<file path="src/rtl/uart_pkg.sv">
`default_nettype none
// +------------------------------------------------------------------+
// | uart_pkg : parity codes, FSM encoding, frame-length helper        |
// | Rev 1.0  : initial release                                        |
// +------------------------------------------------------------------+
package uart_pkg;

  localparam int PARITY_NONE = 0;
  localparam int PARITY_ODD  = 1;
  localparam int PARITY_EVEN = 2;

  // Shared with the receiver so both ends decode the same encoding.
  typedef enum logic [2:0] {
    ST_IDLE   = 3'd0,
    ST_START  = 3'd1,
    ST_DATA   = 3'd2,
    ST_PARITY = 3'd3,
    ST_STOP   = 3'd4
  } uart_state_e;

  function automatic int frame_cycles(input int div, input int data_bits,
                                      input int parity, input int stop_bits);
    return (1 + data_bits + ((parity != PARITY_NONE) ? 1 : 0) + stop_bits) * div;
  endfunction

endpackage
`default_nettype wire

</file>
<file path="src/rtl/uart_fifo.sv">
`default_nettype none
// +------------------------------------------------------------------+
// | uart_fifo : synchronous FIFO, registered count, show-ahead read   |
// | Rev 1.0   : initial release                                       |
// +------------------------------------------------------------------+
module uart_fifo #(
  parameter int WIDTH = 8,
  parameter int DEPTH = 4
) (
  input  logic                     clk,
  input  logic                     rst_n,
  input  logic                     push,
  input  logic                     pop,
  input  logic [WIDTH-1:0]         din,
  output logic [WIDTH-1:0]         dout,
  output logic                     full,
  output logic                     empty,
  output logic [$clog2(DEPTH):0]   count
);

  localparam int PTR_W = $clog2(DEPTH);

  logic [WIDTH-1:0] mem_q [DEPTH];
  logic [PTR_W-1:0] wr_ptr_q, wr_ptr_d;
  logic [PTR_W-1:0] rd_ptr_q, rd_ptr_d;
  logic [PTR_W:0]   count_q, count_d;
  logic             do_push, do_pop;

  assign full  = (count_q == (PTR_W+1)'(DEPTH));
  assign empty = (count_q == '0);
  assign count = count_q;
  assign dout  = mem_q[rd_ptr_q];

  // Power-of-two depth lets the pointers wrap by natural overflow.
  always_comb begin
    do_push  = push && !full;
    do_pop   = pop && !empty;
    wr_ptr_d = wr_ptr_q + PTR_W'(do_push);
    rd_ptr_d = rd_ptr_q + PTR_W'(do_pop);
    count_d  = count_q + (PTR_W+1)'(do_push) - (PTR_W+1)'(do_pop);
  end

  always_ff @(posedge clk or negedge rst_n) begin
    if (!rst_n) begin
      wr_ptr_q <= '0;
      rd_ptr_q <= '0;
      count_q  <= '0;
    end else begin
      wr_ptr_q <= wr_ptr_d;
      rd_ptr_q <= rd_ptr_d;
      count_q  <= count_d;
    end
  end

  always_ff @(posedge clk) begin
    if (do_push) begin
      mem_q[wr_ptr_q] <= din;
    end
  end

endmodule
`default_nettype wire

</file>
<file path="src/rtl/uart_tx_param.sv">
`default_nettype none
// +------------------------------------------------------------------+
// | uart_tx_param : parametrised UART transmitter with input FIFO     |
// | Rev 1.0       : initial release                                   |
// +------------------------------------------------------------------+
module uart_tx_param
  import uart_pkg::*;
#(
  parameter int CLK_FREQ   = 25000000,
  parameter int BAUD_RATE  = 9600,
  parameter int DATA_BITS  = 8,
  parameter int PARITY     = 0,
  parameter int STOP_BITS  = 1,
  parameter int FIFO_DEPTH = 4
) (
  input  logic                          clk,
  input  logic                          rst_n,
  input  logic [DATA_BITS-1:0]          data,
  input  logic                          valid,
  output logic                          ready,
  output logic                          tx,
  output logic                          busy,
  output logic [$clog2(FIFO_DEPTH):0]   fifo_count
);

  localparam int DIV    = CLK_FREQ / BAUD_RATE;
  localparam int BAUD_W = $clog2(DIV);
  localparam int CNT_W  = $clog2(DATA_BITS);

  uart_state_e          state_q, state_d;
  logic [BAUD_W-1:0]    baud_q, baud_d;
  logic [CNT_W-1:0]     bit_q, bit_d;
  logic [DATA_BITS-1:0] shift_q, shift_d;
  logic                 par_q, par_d;
  logic                 tx_q, tx_d;
  logic                 busy_q, busy_d;

  logic                 fifo_pop;
  logic                 fifo_full;
  logic                 fifo_empty;
  logic [DATA_BITS-1:0] fifo_dout;
  logic                 baud_end;
  logic                 load;

  uart_fifo #(
    .WIDTH (DATA_BITS),
    .DEPTH (FIFO_DEPTH)
  ) u_fifo (
    .clk   (clk),
    .rst_n (rst_n),
    .push  (valid),
    .pop   (fifo_pop),
    .din   (data),
    .dout  (fifo_dout),
    .full  (fifo_full),
    .empty (fifo_empty),
    .count (fifo_count)
  );

  assign ready = !fifo_full;
  assign tx    = tx_q;
  assign busy  = busy_q;

  always_comb begin
    state_d  = state_q;
    baud_d   = baud_q;
    bit_d    = bit_q;
    shift_d  = shift_q;
    par_d    = par_q;
    load     = 1'b0;
    fifo_pop = 1'b0;
    baud_end = (baud_q == BAUD_W'(DIV - 1));

    case (state_q)
      ST_IDLE: begin
        load = !fifo_empty;
      end
      ST_START: begin
        if (baud_end) begin
          baud_d  = '0;
          bit_d   = '0;
          state_d = ST_DATA;
        end else begin
          baud_d = baud_q + 1'b1;
        end
      end
      ST_DATA: begin
        if (baud_end) begin
          baud_d  = '0;
          shift_d = shift_q >> 1;
          if (bit_q == CNT_W'(DATA_BITS - 1)) begin
            bit_d   = '0;
            state_d = (PARITY != PARITY_NONE) ? ST_PARITY : ST_STOP;
          end else begin
            bit_d = bit_q + 1'b1;
          end
        end else begin
          baud_d = baud_q + 1'b1;
        end
      end
      ST_PARITY: begin
        if (baud_end) begin
          baud_d  = '0;
          bit_d   = '0;
          state_d = ST_STOP;
        end else begin
          baud_d = baud_q + 1'b1;
        end
      end
      ST_STOP: begin
        if (baud_end) begin
          baud_d = '0;
          if (bit_q == CNT_W'(STOP_BITS - 1)) begin
            state_d = ST_IDLE;
            load    = !fifo_empty;
          end else begin
            bit_d = bit_q + 1'b1;
          end
        end else begin
          baud_d = baud_q + 1'b1;
        end
      end
      default: begin
        state_d = ST_IDLE;
        baud_d  = '0;
        bit_d   = '0;
      end
    endcase

    // A pop from IDLE or from the last stop bit both start a full start bit.
    if (load) begin
      fifo_pop = 1'b1;
      shift_d  = fifo_dout;
      par_d    = (PARITY == PARITY_ODD) ? ~^fifo_dout : ^fifo_dout;
      baud_d   = '0;
      bit_d    = '0;
      state_d  = ST_START;
    end

    case (state_q)
      ST_START:  tx_d = 1'b0;
      ST_DATA:   tx_d = shift_q[0];
      ST_PARITY: tx_d = par_q;
      default:   tx_d = 1'b1;
    endcase

    busy_d = (state_q != ST_IDLE) || !fifo_empty;
  end

  always_ff @(posedge clk or negedge rst_n) begin
    if (!rst_n) begin
      state_q <= ST_IDLE;
      baud_q  <= '0;
      bit_q   <= '0;
      shift_q <= '0;
      par_q   <= 1'b0;
      tx_q    <= 1'b1;
      busy_q  <= 1'b0;
    end else begin
      state_q <= state_d;
      baud_q  <= baud_d;
      bit_q   <= bit_d;
      shift_q <= shift_d;
      par_q   <= par_d;
      tx_q    <= tx_d;
      busy_q  <= busy_d;
    end
  end

endmodule
`default_nettype wire

</file>
<file path="config.mk">
export PLATFORM = sky130hd
export DESIGN_NAME = uart_tx_param
export DESIGN_NICKNAME = d
export VERILOG_FILES = /design/src/rtl/uart_pkg.sv /design/src/rtl/uart_fifo.sv /design/src/rtl/uart_tx_param.sv
export SDC_FILE = /design/constraint.sdc
export NUM_CORES = 1
export LEC_CHECK = 0
export ABC_AREA = 1
export BUFFER_PORTS_ARGS = -buffer_cell sky130_fd_sc_hd__buf_2
export CORE_MARGIN = 1
export CORE_UTILIZATION = 60
export CTS_CLUSTER_SIZE = 30
export DETAILED_ROUTE_END_ITERATION = 7
export PLACE_DENSITY = 0.8
export SLEW_MARGIN = 30
export SYNTH_ARGS = -nofsm -noshare
export SYNTH_HDL_FRONTEND = slang
export SYNTH_SLANG_ARGS = --single-unit
</file>
<file path="constraint.sdc">
create_clock -name clk -period 2.5 [get_ports clk]
set_input_delay 0.25 -clock clk [delete_from_list [all_inputs] [get_ports clk]]
set_output_delay 0.25 -clock clk [all_outputs]
set_load 0.01 [all_outputs]
</file>
# Word level (Yosys, flattened, before mapping)
# Memory sizes are Yosys's and may differ from the RTL's.
# Index checks and enable logic that the tools add are counted.
[word_totals]
out_inout_bits = 6
mem_bits_rw = 32
in_bits = 11
regBits = 36
n_memories = 1
word_cells = 78
[mem_list]
columns = ["name", "depth", "word_bits", "rd", "rd_clocked_by_memory_dff", "wr", "line", "source"]
rows = [
  ["u_fifo.mem_q", 4, 8, 1, 0, 1, "uart_fifo.sv:23", "logic [WIDTH-1:0] mem_q [DEPTH];"],
]
[classes]
mux = 28
n_eq_ne = 16
add_sub_neg = 6
n_reduce_logical = 17
[ops]
columns = ["cell", "n"]
rows = [
  ["two-way mux 3 bit", 13],
  ["two-way mux 12 bit", 2],
  ["two-way mux 8 bit", 3],
  ["case mux 12 bit (2 select lines)", 1],
  ["inequality test 3 bit (second input constant)", 7],
  ["case mux 3 bit (5 select lines)", 1],
  ["adder 12 x 1 -> 12 bit (second input constant)", 1],
  ["== test 12 bit (second input constant)", 1],
  ["case mux 3 bit (4 select lines)", 1],
  ["== test 3 bit (second input constant)", 3],
  ["zero test 3 bit", 3],
  ["XOR reduction 8 bit", 1],
  ["AND reduction 7 bit", 1],
  ["== test 3 x 2 -> 1 bit (second input constant)", 2],
  ["two-way mux 1 bit", 5],
  ["AND reduction 5 bit", 1],
  ["adder 2 x 1 -> 2 bit", 2],
  ["nonzero test 2 bit", 2],
  ["OR reduction 4 bit", 1],
  ["adder 3 x 1 -> 3 bit", 1],
  ["adder 3 x 1 -> 3 bit (second input constant)", 1],
  ["== test 3 x 1 -> 1 bit (second input constant)", 1],
  ["inequality test 3 x 1 -> 1 bit (second input constant)", 1],
  ["case mux 1 bit (3 select lines)", 1],
  ["9 further kinds", 11],
]

# Logic depth before layout (Yosys ltp)
[depth]
word_depth = 8
mapped_depth = 16
depth_no_buf = 16

# Cells and area by module
# A second synthesis with hierarchy kept.
[hier_totals]
hier_cells = 362
hier_area_um2 = 3432.0
[modules_own_cells]
columns = ["mod", "area_each_um2", "cells_per_inst", "seq_area_each_um2", "instances"]
rows = [
  ["uart_tx_param", 1803.0, 231, 726.9, 1],
  ["uart_fifo", 1629.1, 131, 1136.1, 1],
]

# Least setup slack after synthesis
# OpenSTA, ideal clock, no wires.
[synth_timing]
path_kind = "reg-to-reg"
from = "register baud_q[0]"
to = "register u_fifo.count_q[2], in the netlist u_fifo.count[2]"
path_stages_with_launch = 14
t_required_ps = 2371
synth_period_minus_slack_ps = 2311
arrival_ps = 2182
setup_slack_ps = 189
path_buffers = 1
setup_ps = 129
path_cell_list = "dfrtp_1 -> ha_1 -> nand2_1 -> nor3_1 -> nand3_1 -> nand2_2 -> nand2_4 -> buf_6 -> nand2_1 -> nand2_1 -> ha_1 -> fa_1 -> xnor2_1 -> xor2_1"
[synth_between]
elab_chain_len = 6
[synth_lines]
columns = ["item", "line", "source"]
rows = [
  ["start: declaration", "uart_tx_param.sv:31", "logic [BAUD_W-1:0] baud_q, baud_d;"],
  ["start signal: assignment", "uart_tx_param.sv:161", "baud_q <= baud_d;"],
  ["== test 12 bit", "uart_tx_param.sv:72", "baud_end = (baud_q == BAUD_W'(DIV - 1));"],
  ["two-way mux 1 bit", "uart_tx_param.sv:111", "if (baud_end) begin"],
  ["case mux 1 bit (2 select lines)", "uart_tx_param.sv:74", "case (state_q)"],
  ["two-way mux 1 bit", "uart_tx_param.sv:131", "if (load) begin"],
  ["logical AND 1 bit", "uart_fifo.sv:37", "do_pop = pop && !empty;"],
  ["subtractor 3 x 1 -> 3 bit", "uart_fifo.sv:40", "count_d = count_q + (PTR_W+1)'(do_push) - (PTR_W+1)'(do_pop);"],
  ["named net u_fifo.count_d[2]", "uart_fifo.sv:26", "logic [PTR_W:0] count_q, count_d;"],
  ["end signal: assignment", "uart_fifo.sv:51", "count_q <= count_d;"],
  ["end: declaration", "uart_fifo.sv:26", ""],
]
# The timed path passes the listed nets, and every way through them passes these cells.
# A chain may end at the register's enable or synchronous reset.

# Final worst setup path
# Ends and elaborated chain as after synthesis.

==> qor.yml <==
outcome:
  status: "complete, but fails checks"
  violations: "hold timing"
route:
  wire_per_inst_um: 12.5
  via_per_inst: 5.24
  drt-initial-drc-count: 120
  finalWirelength_mm: 6.33
  drtAntennaViolNets: 0
  vias: 2643
  dr.pass1.iters: 5
  drcViolationCount: 0
finish:
  areaGrowthSynthToFinish_pct: 9.52
  fin_util_pct: 68.6
  drive_gt1_share_pct: 16.4
  num-nets-final: 445
  diodes: 0
yosys:
  yosys-top-cells-count: "159 x nand2_1, 35 x dfrtp_1, 32 x edfxtp_1, 32 x nand3_1, 29 x inv_1"
  synth_top_area_share_pct: 27.7
  synthFlopType: "dfrtp_1"
  synth_largest_area_cell: "edfxtp_1"
  async_reset_ff_share_pct: 52.9
  yosysMostFrequentCell: "nand2_1"
  synth-edff-count: 32
  netlist_area_um2: 3470
  ys_types: 35
  yosysSeqAreaShare_pct: 53.7
  synth_seq_cells: 68
  synth_nets: 418
  yosysWarnings: 0
  syn_avg_cell_area_um2: 8.67
  ys_top_cells_by_area: "edfxtp_1 28%, dfrtp_1 25%, nand2_1 17%"
  syn_inst: 400
critical_path:
  critical_path_class: "register to register"
  critPathMostFrequentCell: "nand2_1"
  max_stage_delay_ns: 0.39
  cp_top_family: "adder cells"
  startpoint_type: "register"
  crit_chain: "ha_2 > nand2_1 > nor3_1 > nand3_1 > nand2_2 > nand2_4 > nand2_1 > nand2_1 > ha_1 > fa_1 > xnor2_1 > xor2_1"
  crit_path_max_fanout: 5
  slowest_stage: "dfrtp_1"
  arrival_ns: 2.61
  cp-end-kind: "register"
  worst-path-buf-inv: 0
  worstPathRequired_ns: 2.75
timing:
  slew_viol_final: 0
  period_share_pct: 94.5
  tightestPinTransition_ns: 0.805
  tns_ns: 0
  finalHoldViolCount: 4
  hold_ws_ns: -0.00496
  fin_crit_ns: 2.36
  timing.fmax_ghz: 0.423
  max_slew_margin_pct: 46.3
  setup_viol: 0
  finClkSkew_ns: 0.00757
  rsz0062_at_grt: "false"
clock_network:
  cts.sinks: 68
  cts_hold_buf: 0
  cts_tree: "yes"
  cts_root_buf: "clkbuf_8"
  ctsHtreeMaxLevel: 3
  clk_pin_slew_worst_paths_ns: 0.07
  numCtsBuffers: 9
  clock_latency_ns: 0.34
  clk_path_buf_depth: 2
pwr:
  power_density_nw_per_um2: 695
  p_leak_nw: 1.84
  p_total_mw: 2.64
  vdd.ir_drop.worst_mv: 0.488
global_route:
  globalRouteOverflowTotal: 0
  grt_pass1_wl_mm: 10.9
  track_usage_pct: 23.4
  antenna_found_initial: 0
  first_global_vias: 2550
  grt_start_max_net_pins: 37
floorplan:
  start_util_pct: 62.6
  dieArea_um2: 6090
  placeableCoreArea_um2: 5540
  io_pins: 17
  die_w_um: 78.0
  die_y_um: 78.0
  rows: 27
placed_design:
  dp_hpwl_mm: 4.51
  numPortBuffers: 16
  gp_congestion: 0.839
run:
  maxCapViolations: 0
min_path:
  hold_path.class: "input port to async pin"
## sequential cells by signal, summed over array words and instances (netlist names)
signal,count
baud_q,12
bit_q,3
busy,1
par_q,1
shift_q,8
state_q,3
tx,1
u_fifo.count,3
u_fifo.mem_q,32
u_fifo.rd_ptr_q,2
u_fifo.wr_ptr_q,2
## logic make-up (layout without fill, tap and decap cells)
| group | Yosys count | in the layout | synth area share (%) |
|---|---|---|---|
| DFF | 68 | 68 | 53.7 |
| adders and majority gates | 7 | 7 | 2.74 |
| and+or+nand+nor | 241 | 241 | 30.2 |
| xor gates and xnor gates | 8 | 8 | 2.02 |
| AOI/OAI and AO/OA | 28 | 28 | 5.08 |
| buffers and inverters | 48 | 80 | 6.27 |
## cell usage in the layout, fill, tap and decap left out, types with 4 or more instances in the layout
master,count
ha_1,5
nand2_1,159
edfxtp_1,32
a21oi_1,5
nand3_1,32
buf_4,9
buf_2,16
inv_1,29
xor2_1,7
o21ai_2,8
o21ai_0,11
inv_2,9
clkbuf_8,9
nor2_1,21
nand4_1,4
nor3_1,10
dfrtp_1,35
clkinv_2,4
## worst reg2reg max path: cells and delay by family, from the launching register on
kind                     cells  cell delay (ns)
AND/OR/NAND/NOR              7             0.69
adder cells (fa/ha/maj)      3             0.80
flip-flops                   1             0.39
XOR/XNOR                     2             0.41
## area by class of cell
cell class,count,area [um^2]
fill,443,1740
timing repair buffer,25,148
clock inverter,6,31.3
tap,72,90.1
inverter,39,149
clock buffer,10,128
multi-input combinational,284,1390
sequential,68,1860
## path summary, 6_finish.rpt
kind | startpoint | cells after the start | slack (ns) | to
setup / recovery | baud_q[0] | 12 | 0.14 | u_fifo.count[2]
hold / removal | rst_n | 1 | -0.005 | baud_q[10]
setup reg to reg | baud_q[0] | 12 | 0.14 | u_fifo.count[2]
hold reg to reg | shift_q[1] | 2 | 0.48 | shift_q[1]
max in group asynchronous | rst_n | 1 | 2.00 | shift_q[4]
min in group clk | data[0] | 1 | 0.12 | u_fifo.mem_q[0][0]
## metrics by stage
step / hold WS, ns / cell area (um^2) / instances / worst slack [ns]
after floorplan: -0.0456 / 3470 / 400 / 0.189
after global placement: 0.375 / 3620 / 486 / 0.270
after detailed placement: 0.388 / 3620 / 486 / 0.143
after CTS: 0.0227 / 3780 / 502 / 0.121
after global routing: 0.0625 / 3800 / 504 / 0.00768
final: -0.00496 / 3800 / 504 / 0.137
## routing by layer
| metal | wire length [um] | part of all wire (%) | vias up | global-route usage [%] |
|---|---|---|---|---|
| li1 | - | - | 1350 | - |
| met1 | 2900 | 46 | 1213 | 29.0 |
| met2 | 3050 | 48 | 61 | 38.1 |
| met3 | 207 | 3.3 | 19 | 6.28 |
| met4 | 170 | 2.7 | 0 | 11.3 |
| met5 | 0 | 0 | - | 0 |
## repair_timing
item | in CTS | in global routing
endpoints found under the hold margin | 0 | 0
setup endpoints to repair | 0 | 1
resized for setup | 0 | 1
buffers inserted | 0 | 2
## where the power goes
part	switching, mW	total (mW)	internal [mW]	leakage (nW)
registers	0.0727	1.41	1.33	0.734
logic	0.310	0.481	0.171	1.02
clock network	0.406	0.756	0.349	0.0832
total	0.789	2.64	1.85	1.84
(Power assumes the default switching activity.)
